<file path="config.mk">
export PLATFORM = sky130hd
export DESIGN_NAME = uart_rx_frame
export DESIGN_NICKNAME = d
export VERILOG_FILES = /design/src/rtl/uart_rx_frame.sv
export SDC_FILE = /design/constraint.sdc
export NUM_CORES = 1
export LEC_CHECK = 0
export CAP_MARGIN = 5
export CORE_AREA = 2 2 81 83
export CTS_CLUSTER_SIZE = 25
export DETAILED_ROUTE_END_ITERATION = 7
export DIE_AREA = 0 0 83 85
export SLEW_MARGIN = 20
export SYNTH_ARGS = -nofsm -noshare
export SYNTH_HDL_FRONTEND = slang
export SYNTH_SLANG_ARGS = --single-unit
</file>
<file path="constraint.sdc">
create_clock -name CLK -period 5.7 [get_ports CLK]
set_input_delay 0.57 -clock CLK [delete_from_list [all_inputs] [get_ports CLK]]
set_output_delay 0.57 -clock CLK [all_outputs]
set_load 0.03 [all_outputs]
</file>
<file path="src/rtl/uart_rx_frame.sv">
// UART frame receiver: majority-vote mid-bit sampling with parity and stop checks.
// Optional macro UART_RX_SYNC_EN adds a 2-flop input synchronizer (reset to 1) on RX_IN.
module uart_rx_frame #(
  parameter int unsigned DATA_WIDTH = 8,
  parameter int unsigned PRESCALE_W = 6
) (
  input  logic                  CLK,
  input  logic                  RST,
  input  logic                  RX_IN,
  input  logic                  PAR_EN,
  input  logic                  PAR_TYP,
  input  logic [PRESCALE_W-1:0] Prescale,
  output logic [DATA_WIDTH-1:0] P_DATA,
  output logic                  data_valid,
  output logic                  parity_error,
  output logic                  stop_error
);

  localparam int unsigned PW  = PRESCALE_W;
  localparam int unsigned BCW = (DATA_WIDTH > 1) ? $clog2(DATA_WIDTH) : 1;

  typedef enum logic [2:0] {
    S_IDLE   = 3'd0,
    S_START  = 3'd1,
    S_DATA   = 3'd2,
    S_PARITY = 3'd3,
    S_STOP   = 3'd4
  } state_t;

  state_t                r_state;
  state_t                w_next;
  logic [PW-1:0]         r_edge_cnt;
  logic [BCW-1:0]        r_bit_cnt;
  logic [PW-1:0]         r_prescale;
  logic                  r_par_en;
  logic                  r_par_typ;
  logic                  r_s0;
  logic                  r_s1;
  logic                  r_bit;
  logic [DATA_WIDTH-1:0] r_shift;
  logic                  r_par_err;
  logic                  w_rx;
  logic [PW-1:0]         w_half;
  logic                  w_at_s0;
  logic                  w_at_s1;
  logic                  w_at_s2;
  logic                  w_at_dec;
  logic                  w_bit_end;
  logic                  w_maj;
  logic                  w_start;
  logic                  w_done;

`ifdef UART_RX_SYNC_EN
  logic [1:0] r_sync;

  // Two-flop synchronizer for the asynchronous serial line
  always_ff @(posedge CLK) begin
    if (RST) r_sync <= 2'b11;
    else     r_sync <= {r_sync[0], RX_IN};
  end

  assign w_rx = r_sync[1];
`else
  assign w_rx = RX_IN;
`endif

  assign w_half    = r_prescale >> 1;
  assign w_at_s0   = (r_edge_cnt == PW'(w_half - PW'(1)));
  assign w_at_s1   = (r_edge_cnt == w_half);
  assign w_at_s2   = (r_edge_cnt == PW'(w_half + PW'(1)));
  assign w_at_dec  = (r_edge_cnt == PW'(w_half + PW'(2)));
  assign w_bit_end = (r_edge_cnt == PW'(r_prescale - PW'(1)));
  assign w_maj     = (r_s0 & r_s1) | (r_s0 & w_rx) | (r_s1 & w_rx);

  // State register
  always_ff @(posedge CLK) begin
    if (RST) r_state <= S_IDLE;
    else     r_state <= w_next;
  end

  // Next-state logic and frame events
  always_comb begin
    w_next  = r_state;
    w_start = 1'b0;
    w_done  = 1'b0;
    case (r_state)
      S_IDLE: begin
        if (!w_rx) begin
          w_next  = S_START;
          w_start = 1'b1;
        end
      end
      S_START: begin
        if (w_at_dec && r_bit) w_next = S_IDLE;
        else if (w_bit_end)    w_next = S_DATA;
      end
      S_DATA: begin
        if (w_bit_end && (r_bit_cnt == BCW'(DATA_WIDTH - 1)))
          w_next = r_par_en ? S_PARITY : S_STOP;
      end
      S_PARITY: begin
        if (w_bit_end) w_next = S_STOP;
      end
      S_STOP: begin
        if (w_at_dec) begin
          w_next = S_IDLE;
          w_done = 1'b1;
        end
      end
      default: w_next = S_IDLE;
    endcase
  end

  // Tick counter, bit index, config latch, samplers and data path
  always_ff @(posedge CLK) begin
    if (RST) begin
      r_edge_cnt <= '0;
      r_bit_cnt  <= '0;
      r_prescale <= '0;
      r_par_en   <= 1'b0;
      r_par_typ  <= 1'b0;
      r_s0       <= 1'b1;
      r_s1       <= 1'b1;
      r_bit      <= 1'b1;
      r_shift    <= '0;
      r_par_err  <= 1'b0;
    end else begin
      if (r_state == S_IDLE)                    r_edge_cnt <= w_start ? PW'(1) : '0;
      else if ((w_next == S_IDLE) || w_bit_end) r_edge_cnt <= '0;
      else                                      r_edge_cnt <= r_edge_cnt + PW'(1);

      if (w_start) begin
        r_prescale <= Prescale;
        r_par_en   <= PAR_EN;
        r_par_typ  <= PAR_TYP;
        r_par_err  <= 1'b0;
      end

      if (r_state == S_START)                r_bit_cnt <= '0;
      else if (r_state == S_DATA && w_bit_end) r_bit_cnt <= r_bit_cnt + BCW'(1);

      if (r_state != S_IDLE) begin
        if (w_at_s0) r_s0  <= w_rx;
        if (w_at_s1) r_s1  <= w_rx;
        if (w_at_s2) r_bit <= w_maj;
      end

      if (r_state == S_DATA && w_at_dec)
        r_shift <= {r_bit, r_shift[DATA_WIDTH-1:1]};
      if (r_state == S_PARITY && w_at_dec)
        r_par_err <= (r_bit != ((^r_shift) ^ r_par_typ));
    end
  end

  // Registered result pulses and output word
  always_ff @(posedge CLK) begin
    if (RST) begin
      P_DATA       <= '0;
      data_valid   <= 1'b0;
      parity_error <= 1'b0;
      stop_error   <= 1'b0;
    end else begin
      data_valid   <= w_done && r_bit && !r_par_err;
      parity_error <= w_done && r_par_err;
      stop_error   <= w_done && !r_bit;
      if (w_done && r_bit && !r_par_err) P_DATA <= r_shift;
    end
  end

endmodule

</file>
==> results of run 1 <==
cells in the mapped netlist, types with 3 or more instances:
cell      number
nand4_1        4
xor2_1         6
nor2_1        33
nand3_1        7
inv_1         11
o21ai_0        7
nand2b_1       3
nor3_1         4
a21oi_1       12
ha_1          10
clkbuf_1      11
a31oi_1        4
nand2_1       30
o311ai_0       4
mux2i_1       20
and3_1         3
nor2b_1        6
xnor2_1       28
or3_1          3
dfxtp_1       43
registers in the layout, summed over array words and instances, names as in the netlist:
name and flops:
r_prescale 6, r_s0 1, r_edge_cnt 6, P_DATA 8, r_par_typ 1, r_bit 1
r_state 3, r_shift 8, data_valid 1, stop_error 1, parity_error 1, r_par_en 1
r_bit_cnt 3, r_par_err 1, r_s1 1
final timing paths:
path	from	endpoint	slack [ns]	cells past startpoint
max	r_prescale[5]$_SDFFE_PP0P_	P_DATA[3]$_SDFFE_PP0P_	3.25	6
min	r_bit_cnt[1]$_SDFFE_PP0P_	r_bit_cnt[1]$_SDFFE_PP0P_	0.47	2
max reg2reg	r_prescale[5]$_SDFFE_PP0P_	P_DATA[3]$_SDFFE_PP0P_	3.25	6
min reg2reg	r_bit_cnt[1]$_SDFFE_PP0P_	r_bit_cnt[1]$_SDFFE_PP0P_	0.47	2
logic make-up (layout without fill, tap and decap cells):
| group | count (synthesis) | count (layout) | share of synthesized area [%] |
|---|---|---|---|
| AOI/OAI and AO/OA | 38 | 38 | 10.5 |
| xor gates and xnor gates | 34 | 34 | 12.5 |
| adders and majority gates | 10 | 10 | 5.25 |
| buffers and inverters | 24 | 41 | 3.88 |
| DFF | 43 | 43 | 36.1 |
| muxes | 21 | 21 | 8.87 |
| and+or+nand+nor | 108 | 108 | 22.9 |
layout make-up:
class	instances	share of cell area, %
clock inverter	2	2.16
sequential	43	31.0
multi-input combinational	211	51.5
tap	77	3.47
clock buffer	6	2.61
timing repair buffer	22	7.83
inverter	11	1.49
layer usage:
| layer | vias up | track usage (%) |
|---|---|---|
| li1 | 986 | - |
| met1 | 898 | 19.5 |
| met2 | 33 | 23.7 |
| met3 | 7 | 3.99 |
| met4 | 0 | 4.77 |
| met5 | - | 0 |
cell usage in the layout, fill, tap and decap left out, types with 2 or more instances in the layout:
cell	Yosys	final
a21boi_0	2	2
a21oi_1	12	12
a31oi_1	4	4
and3_1	3	3
and4b_1	2	2
bufinv_16	0	2
clkbuf_8	0	5
clkdlybuf4s50_1	0	21
dfxtp_1	43	43
ha_1	10	10
inv_1	11	11
mux2i_1	20	20
nand2_1	30	30
nand2b_1	3	3
nand3_1	7	7
nand4_1	4	4
nand4b_1	2	2
nor2_1	33	33
nor2b_1	6	6
nor3_1	4	4
nor3b_1	2	2
nor4_1	2	2
o21ai_0	7	7
o311ai_0	4	4
or3_1	3	3
xnor2_1	28	28
xor2_1	6	6
where the power goes:
part	switching, mW	total (mW)	internal [mW]
clock	0.104	0.279	0.175
sequential	0.0120	0.318	0.306
combinational	0.0489	0.0889	0.0400
metrics by stage:
step                      worst slack (ns)  hold slack [ns]  std cells
after floorplan                       3.61            0.438        278
after global placement                3.31            0.448        364
after detailed placement              3.27            0.460        364
after CTS                             3.26            0.472        372
after global routing                  3.02            0.499        372
final                                 3.25            0.469        372
worst min-delay path: cells and delay by family, from the launching register on:
kind	cells	cell delay, ns
flip-flops	1	0.32
AND/OR/NAND/NOR	1	0.05
multiplexers	1	0.05
==> out/metrics.yaml, run 1 <==
antenna_cells: 0
cts_max_level: 2
setup_viol: 0
rsz0062_at_grt: "false"
clockBufferDepth: 2
holdBufCountCts: 0
cp_slowest_cell: "or4_4"
hold_viol_final: 0
design_area_mm2: 0.00278
netlist_area_mm2: 0.00238
drive_gt1_share_pct: 5.08
max_cap_viol_count: 0
synthArstFlopShare_pct: 0
area_delta_synth_final_pct: 16.6
topRoutingLayerUsed: "met4"
synthTopCellsByArea: "dfxtp_1 (36%), xnor2_1 (10%), mux2i_1 (8.4%)"
tns_ns: 0
maxSlewHeadroom_pct: 52.4
cp_num_buf_inv: 0
grt_start_max_net_pins: 35
yosysTopAreaCell: "dfxtp_1"
cts_tree: "done"
wire_per_inst_um: 13.3
synth.top_cell.area_share_pct: 36.1
grt-ovfl-total: 0
drt-met1-wl_um: 2500
dieArea_mm2: 0.00706
fmax_mhz: 407
grt_pass1_wl_um: 8490
cts_sinks: 43
gp_congestion: 0.796
die_w_um: 83
synth_cell_types: 43
worstPathRequired_ns: 5.88
crit_type: "reg -> reg"
p_per_area_mw_per_mm2: 247
dpl.hpwl_um: 3650
critPathLaunchType: "register"
cp_top_family: "simple AND/OR/NAND/NOR gates"
hold_path.class: "reg -> reg"
portBuffers: 21
firstDrtPassIters: 4
min_period_ns: 2.45
rows: 29
max_stage_delay_ns: 0.56
initial_core_util_pct: 38.4
yosys_warnings: 0
cts_setup_buffers: 0
met2_length_um: 2190
n_fill_cell: 608
synth_edf_count: 0
utilization_pct: 44.8
period_share_pct: 43.1
regArea_um2: 861
avgSynthCellArea_um2: 8.58
wl_met3_um: 171
clock_latency_ns: 0.29
viasPerCell: 5.17
antenna_found_initial: 0
path_clk_slew_ns: 0.08
grt.total_usage_pct: 14.8
drt_iter0_drc: 43
vias: 1924
die_h_um: 85
ir_drop_mv: 0.151
syn-num-nets: 299
drc_errors: 0
cts_resized: 0
maxSlewViolCount: 0
ys_ff_latch: 43
place_area_mm2: 0.00265
grt_pass1_vias: 1841
synthFlopType: "dfxtp_1"
cts_root_buf: "clkbuf_8"
ant_nets: 0
synthCells: 278
finalNetCount: 315
crit_chain: "xnor2_1, or4_4, a31oi_4, nand4_2, mux2i_1, nor2_1"
status: "finished, final reports clean"
cp.arrival_ns: 2.63
p_total_uw: 686
wl_um: 4940
multi_input_area_mm2: 0.00143
io_pins: 22
leakage_nw: 1.12
skew_ns: 0.00731
cp_max_fo: 8
ys_seq_area_share_pct: 36.1
worstMarginPinSlew_ns: 0.709
placeableCoreArea_mm2: 0.00620
critPathCaptureType: "register"
cts_buffers: 5
(Power assumes the default switching activity.)
==> inputs of run 2 (changes only) <==
clock period = 2.52 ns   (was 5.7 ns; I/O delays follow)
==> out/metrics.yaml, run 2 (synthesized netlist as in run 1, its figures left out) <==
n_fill_cell: 618  # +1.6%
placeableCoreArea_mm2: 0.00620  # unchanged
cts_root_buf: "clkbuf_8"
finalNetCount: 321  # +1.9%
final_common_cell: "dfxtp_1"
layout_common_cells: "dfxtp_1 (42), nor2_1 (33), nand2_1 (30), xnor2_1 (28), clkdlybuf4s50_1 (21)"
layout_setup_ws_ns: 0.226  # -3.02 ns
grt_pass1_wl_um: 8510  # +0.16%
grt_pass1_vias: 1771  # -3.8%
status: "finished, final reports clean"
hold_path.class: "reg -> reg"
grt-ovfl-total: 0  # unchanged
dpl.hpwl_um: 3700  # +1.4%
design_area_mm2: 0.00282  # +1.5%
grt.total_usage_pct: 15.0  # +0.18 points
dieArea_mm2: 0.00706  # unchanged
vias: 1896  # -1.5%
worstPathRequired_ns: 2.70  # -3.18 ns
path_clk_slew_ns: 0.08  # about the same
cts_max_level: 2  # unchanged
grt_start_max_net_pins: 33  # -5.7%
reg.largest.list: "P_DATA x8, r_shift x8"
min_period_ns: 2.29  # -0.160 ns
utilization_pct: 45.5  # +0.67 points
wl_um: 5030  # +1.8%
setup_viol: 0  # unchanged
skew_ns: 0.00773  # +0.000425 ns
die_h_um: 85  # unchanged
drc_errors: 0  # unchanged
portBuffers: 21  # unchanged
critPathLaunchType: "register"
period_share_pct: 91.0  # +48 points
max_cap_viol_count: 0  # unchanged
io_pins: 22  # unchanged
clock_latency_ns: 0.30  # about the same
die_w_um: 83  # unchanged
maxSlewViolCount: 0  # unchanged
maxSlewHeadroom_pct: 58.9  # +6.5 points
area_delta_synth_final_pct: 18.3
leakage_nw: 1.14  # +2.1%
wire_per_inst_um: 13.3  # +0.23%
hold_viol_final: 0  # unchanged
tns_ns: 0  # unchanged
cp-startpoint: "r_prescale[3]$_SDFFE_PP0P_"
gp_congestion: 0.872  # +9.6%
cts_tree: "done"
cts_sinks: 43  # unchanged
firstDrtPassIters: 4  # unchanged
viasPerCell: 5.02  # -3.0%
ir_drop_mv: 0.339  # +120%
antenna_cells: 0  # unchanged
rsz0062_at_grt: "false"
place_area_mm2: 0.00269  # +1.4%
critPathCaptureType: "register"
holdBufCountCts: 0  # unchanged
fmax_mhz: 436  # +7.0%
dp_slack_ns: 0.159  # -3.11 ns
p_per_area_mw_per_mm2: 524  # +110%
cp_max_fo: 10  # +2
cp.arrival_ns: 2.48  # -0.15 ns
ant_nets: 0  # unchanged
worstMarginPinSlew_ns: 0.614  # -0.0950 ns
rows: 29  # unchanged
drive_gt1_share_pct: 7.97  # +2.9 points
antenna_found_initial: 0  # unchanged
initial_core_util_pct: 38.4  # unchanged
hp-start: "r_bit_cnt[2]$_SDFFE_PP0P_"
cts_buffers: 5  # unchanged
crit_type: "reg -> reg"
drt_iter0_drc: 119  # +180%
clockBufferDepth: 2  # unchanged
timing.rr.start: "r_prescale[3]$_SDFFE_PP0P_"
[run 2: worst paths after layout]
path,endpoint,slack (ns),cells past startpoint
worst max-delay path,P_DATA[7]$_SDFFE_PP0P_,0.23,8
worst min-delay path,r_bit_cnt[2]$_SDFFE_PP0P_,0.47,2
worst max register to register,P_DATA[7]$_SDFFE_PP0P_,0.23,8
worst min register to register,r_bit_cnt[2]$_SDFFE_PP0P_,0.47,2
[run 2: stage by stage]
step / hold WS (ns) / std cells / power, mW
after floorplan: 0.377 / 278 / 0.884
after global placement: 0.446 / 369 / 0.943
after detailed placement: 0.461 / 369 / 0.944
after CTS: 0.473 / 377 / 1.49
after global routing: 0.496 / 378 / 1.55
final: 0.465 / 378 / 1.48
[run 2: final cells by class]
| cell class | count | area [µm²] | share of cell area, % |
|---|---|---|---|
| Inverter | 11 | 41.3 | 1.46 |
| Multi-Input combinational cell | 211 | 1450 | 51.3 |
| Clock inverter | 3 | 43.8 | 1.55 |
| Sequential cell | 43 | 862 | 30.6 |
| Tap cell | 77 | 96.3 | 3.41 |
| Timing Repair Buffer | 28 | 263 | 9.31 |
| Clock buffer | 5 | 68.8 | 2.44 |
[run 2: routing by layer]
layer	routed length, µm	up-vias	global-route usage [%]	part of all wire [%]
met2	2140	30	22.4	42
met5	0	-	0	0
met3	171	9	3.02	3.4
met1	2640	858	21.3	53
met4	78	0	5.81	1.6
li1	-	999	-	-
[run 2: worst max-delay path, cell delays in order (launching register included)]
cell	delay, ns
dfxtp_1	0.54
inv_1	0.12
ha_1	0.30
xnor2_1	0.14
nand2_1	0.10
a31oi_4	0.28
nand4_2	0.37
mux2i_1	0.26
nor2_1	0.05
[run 2: what timing repair did]
action                                  in CTS  in global routing
endpoints found under the hold margin        0                  0
gates resized for setup                      0                  3
endpoints found under the setup margin       0                 11
buffers inserted                             0                  1
[run 2: power breakdown]
group	total (mW)	internal, mW	switching, mW
Clock	0.544	0.295	0.249
Sequential	0.715	0.693	0.0226
Combinational	0.220	0.0977	0.123
Total	1.48	1.09	0.394
==> RTL edit 1 (flow settings as in run 1) <==
`PRESCALE_W`: 6 -> 12.
--- a/src/rtl/uart_rx_frame.sv
+++ b/src/rtl/uart_rx_frame.sv
@@ -4,3 +4,3 @@
   parameter int unsigned DATA_WIDTH = 8,
-  parameter int unsigned PRESCALE_W = 6
+  parameter int unsigned PRESCALE_W = 12
 ) (
Ports: changed (resized Prescale); port bits go from 22 to 28. No check against the original RTL was run, so the function may have changed too.
==> RTL edit 1 against run 1 <==
Worst hold slack better by 0.025 ns; cell area is 48% higher; setup slack worse by 1.1 ns; power is 21% higher; combinational power is 93% higher; sequential power is 32% higher; sequential cell count is 12 higher; synthesized area is 59% higher; routed wire length is 99% higher; critical path type unchanged; highest routed layer unchanged.
==> RTL edit 1: results (changes against run 1) <==
static leakage 1.493 nW (+33%); DP Cell Count 553 (+52%); worst hold margin 0.4942 ns (+0.02487 ns); hold wc startpoint r_par_err; crit-path max FO 18 (+10); WL/cell 17.51 µm (+32%); Final GP Congestion 0.9534 (+20%); met3 Usage GRT 4.377% (+0.39 points); vias in the first global route 3270 (+78%); Post-DP Area 3999 µm² (+51%); WHS Endpoint data_valid; cells after synthesis 488 (+76%); met1 usage 37.02% (+18 points); largest net degree at the start of global routing 42 (+20%); CP max stage delay 0.75 ns (+0.19 ns); First-pass DRT Iterations 5 (+1); PwrDens 202.2 nW/µm² (-18%); worst r2r dst r_edge_cnt[8]; metal2 WL 4699 µm (+110%); all-layer global routing usage 28.09% (+13 points); largest registers r_edge_cnt: 12 flops, r_prescale: 12 flops; fin cells 561 (+51%); Crit-path slowest cell dfxtp_1; Clock Skew 0.01208 ns (+0.004776 ns); synth top area cells dfxtp_1 (29%), xnor2_1 (7.6%), xor2_1 (6.9%); Yosys warnings 0 (unchanged); Worst-path clk slew 0.12 ns (+0.04 ns); WL met1 4261 µm (+70%); Post-Syn Nets 513 (+72%); status finished clean; post-DP HPWL 6968 µm (+91%); reg2reg path depth 7 (+1); Initial DRC Count 276 (+540%); met2 Usage GRT 47.29% (+24 points); worst vdd ir 150.7 µV (-0.40%); reg2reg setup slack 2.17 ns (-1.07 ns); Worst EP arrival 3.69 ns (+1.06 ns); share of cells above drive strength 1 4.339% (-0.75 points); sequential-to-total area share from yosys stat 29.12% (-7.0 points); Crit path max-delay family compound AO/OA/AOI/OAI gates; clk_lat worst skew 0.32 ns (+0.03 ns); IO Port Bufs 27 (+29%); top cells by count, synth nand2_1 (59), dfxtp_1 (55), a21oi_1 (36); post-route setup slack 2.175 ns (-1.071 ns)
[RTL edit 1: cell families (layout without fill, tap and decap cells)]
group	Yosys count	in the layout	share of synthesized area (%)
buf+inv	57	53	6.353
compound gates	106	106	18.53
fa+ha+maj	8	8	2.647
mux	10	10	2.647
xor+xnor	64	64	15.22
simple gates	188	188	25.48
flops	55	55	29.12
[RTL edit 1: area by class of cell]
cell class	count	area [µm²]
clock buffer	5	68.82
clock inverter	3	33.78
fill	572	2103
inverter	15	56.30
multi-input combinational	376	2452
sequential	55	1101
tap	77	96.34
timing repair buffer	30	292.8
[RTL edit 1: power by group through the flow]
stage               clock network (mW)  registers (mW)  logic, mW
floorplan                            0           0.407      0.145
global placement                     0           0.427      0.168
detailed placement                   0           0.427      0.170
CTS                              0.241           0.419      0.171
global route                     0.257           0.422      0.191
finish                           0.237           0.420      0.172
==> RTL edit 2 (flow settings as in run 1) <==
Without the edit above. Remove the register `stop_error`: a continuous assignment takes its place, so the output `stop_error` follows one clock earlier.
--- a/src/rtl/uart_rx_frame.sv
+++ b/src/rtl/uart_rx_frame.sv
@@ -160,3 +160,2 @@
       parity_error <= 1'b0;
-      stop_error   <= 1'b0;
     end else begin
@@ -164,3 +163,2 @@
       parity_error <= w_done && r_par_err;
-      stop_error   <= w_done && !r_bit;
       if (w_done && r_bit && !r_par_err) P_DATA <= r_shift;
@@ -169,2 +167,4 @@
 
+  assign stop_error = w_done && !r_bit;
+
 endmodule
Check against the original RTL: no difference found for any inputs over 10 cycles, from zero or initial values and one cycle with RST high; that may be too few to reach the edited logic, so the function may still have changed.
==> RTL edit 2 against run 1 <==
Global-route usage down 0.67 points; synthesized area shrank 1.2%; sequential cell count decreased by 1; combinational power down 12%; routed wire length is 3.9% lower; power is 14% lower; cell area decreased by 3.8%; sequential power fell by 3%; setup slack got worse by 0.92 ns; critical path type is now flip-flop to output pin; critical endpoint is now stop_error; largest cell class unchanged.
==> RTL edit 2: results (changes against run 1) <==
all-layer global routing usage 14.11% (-0.67 points); DP Cell Count 358 (-1.6%); share of cells above drive strength 1 6.920% (+1.8 points); Final GP Congestion 0.8817 (+11%); post-DP HPWL 3447 µm (-5.6%); clock power share 34.2% (-6.4 points); Place WS 2.690 ns (-0.5769 ns); P_seq 0.309 mW (-3%); vias in the first global route 1810 (-1.7%); clk_lat worst skew 0.30 ns; Yosys cell types 52 (+21%); FF+latch area 840.8 µm² (-2.3%); status finished clean; crit-path max FO 10 (+2); Worst-path clk slew 0.08 ns (about the same); # fillers 625 (+2.8%); Clock Skew 0.008156 ns (+0.0008494 ns); vias per cell 4.986 (-3.6%); top cells by count, synth dfxtp_1 (42), nor2_1 (39), nand2_1 (27); Slew @ Worst Pin 0.9019 ns (+0.1928 ns); Internal Pwr Total 0.4317 mW (-17%); cells after synthesis 270 (-2.9%); Async SR Flop Fraction 0% (unchanged); static leakage 1.042 nW (-7.0%); vias post-DR 1825 (-5.1%); Total Wirelength 4747 µm (-3.9%); Final Net Count 309 (-1.9%); Crit-path slowest cell clkdlybuf4s50_1; CTS root buffer clkbuf_8; Crit path max-delay family buffers and inverters; First-pass DRT Iterations 4 (unchanged); sequential-to-total area share from yosys stat 35.67% (-0.43 points); Worst EP arrival 2.80 ns (+0.17 ns); Post-Syn Nets 291 (-2.7%); Flop pwr share 52.5% (+6.1 points); worst vdd ir 159.7 µV (+5.5%); CP max stage delay 0.71 ns (+0.15 ns); first-pass GRT wire length 8211 µm (-3.3%); Initial DRC Count 65 (+51%); largest net degree at the start of global routing 39 (+11%); synth top area cells dfxtp_1 (36%), xnor2_1 (8.2%), mux2i_1 (7.6%); Post-DP Area 2579 µm² (-2.6%); post_cts resized 0 (unchanged)
[RTL edit 2: changes by cell type after synthesis, sizes merged, moves of 3 or more]
| cell | run 1 | this run |
|---|---|---|
| nand2 | 31 | 27 |
| clkbuf | 11 | 6 |
| o311ai | 4 | 1 |
| a31oi | 5 | 0 |
| nor3 | 4 | 7 |
| xor2 | 6 | 14 |
| nor2 | 33 | 40 |
| buf | 2 | 5 |
| nor2b | 6 | 2 |
| nand3 | 8 | 5 |
| xnor2 | 28 | 22 |
[RTL edit 2: worst paths after layout]
kind | startpoint | end | slack, ns | cells after the start
min reg2reg | r_bit_cnt[2] | r_bit_cnt[2] | 0.46 | 2
max reg2reg | r_prescale[3] | P_DATA[4] | 2.94 | 7
min | r_bit_cnt[2] | r_bit_cnt[2] | 0.46 | 2
max | r_prescale[3] | stop_error | 2.33 | 6
[RTL edit 2: cell type report]
cell class | count | area share [%]
clock inverters | 2 | 0.4679
inverters | 9 | 1.263
well taps | 77 | 3.603
clock buffers | 6 | 3.088
flip-flops and latches | 42 | 31.45
multi-input cells | 207 | 51.71
repair buffers | 23 | 8.423
[RTL edit 2: cell families (layout without fill, tap and decap cells)]
logic type	after synthesis	in the layout	share of synthesized area, %
simple gates	106	106	21.82
compound gates	35	35	9.607
mux	19	19	8.121
buf+inv	21	40	5.679
flops	42	42	35.67
fa+ha+maj	11	11	5.733
xor+xnor	36	36	13.38
[RTL edit 2: tightest hold or removal path: stages (launching register included)]
cell and delay [ns]:
dfxtp_1 0.32, nand2_1 0.05, o21ai_0 0.06
[RTL edit 2: routing by layer]
metal	track usage [%]	wire, µm	share of wire [%]	vias to the layer above
li1	-	-	-	948
met4	4.471	65	1.4	0
met3	2.821	156	3.3	6
met1	16.83	2222	47	845
met5	0	0	0	-
met2	25.51	2303	49	26
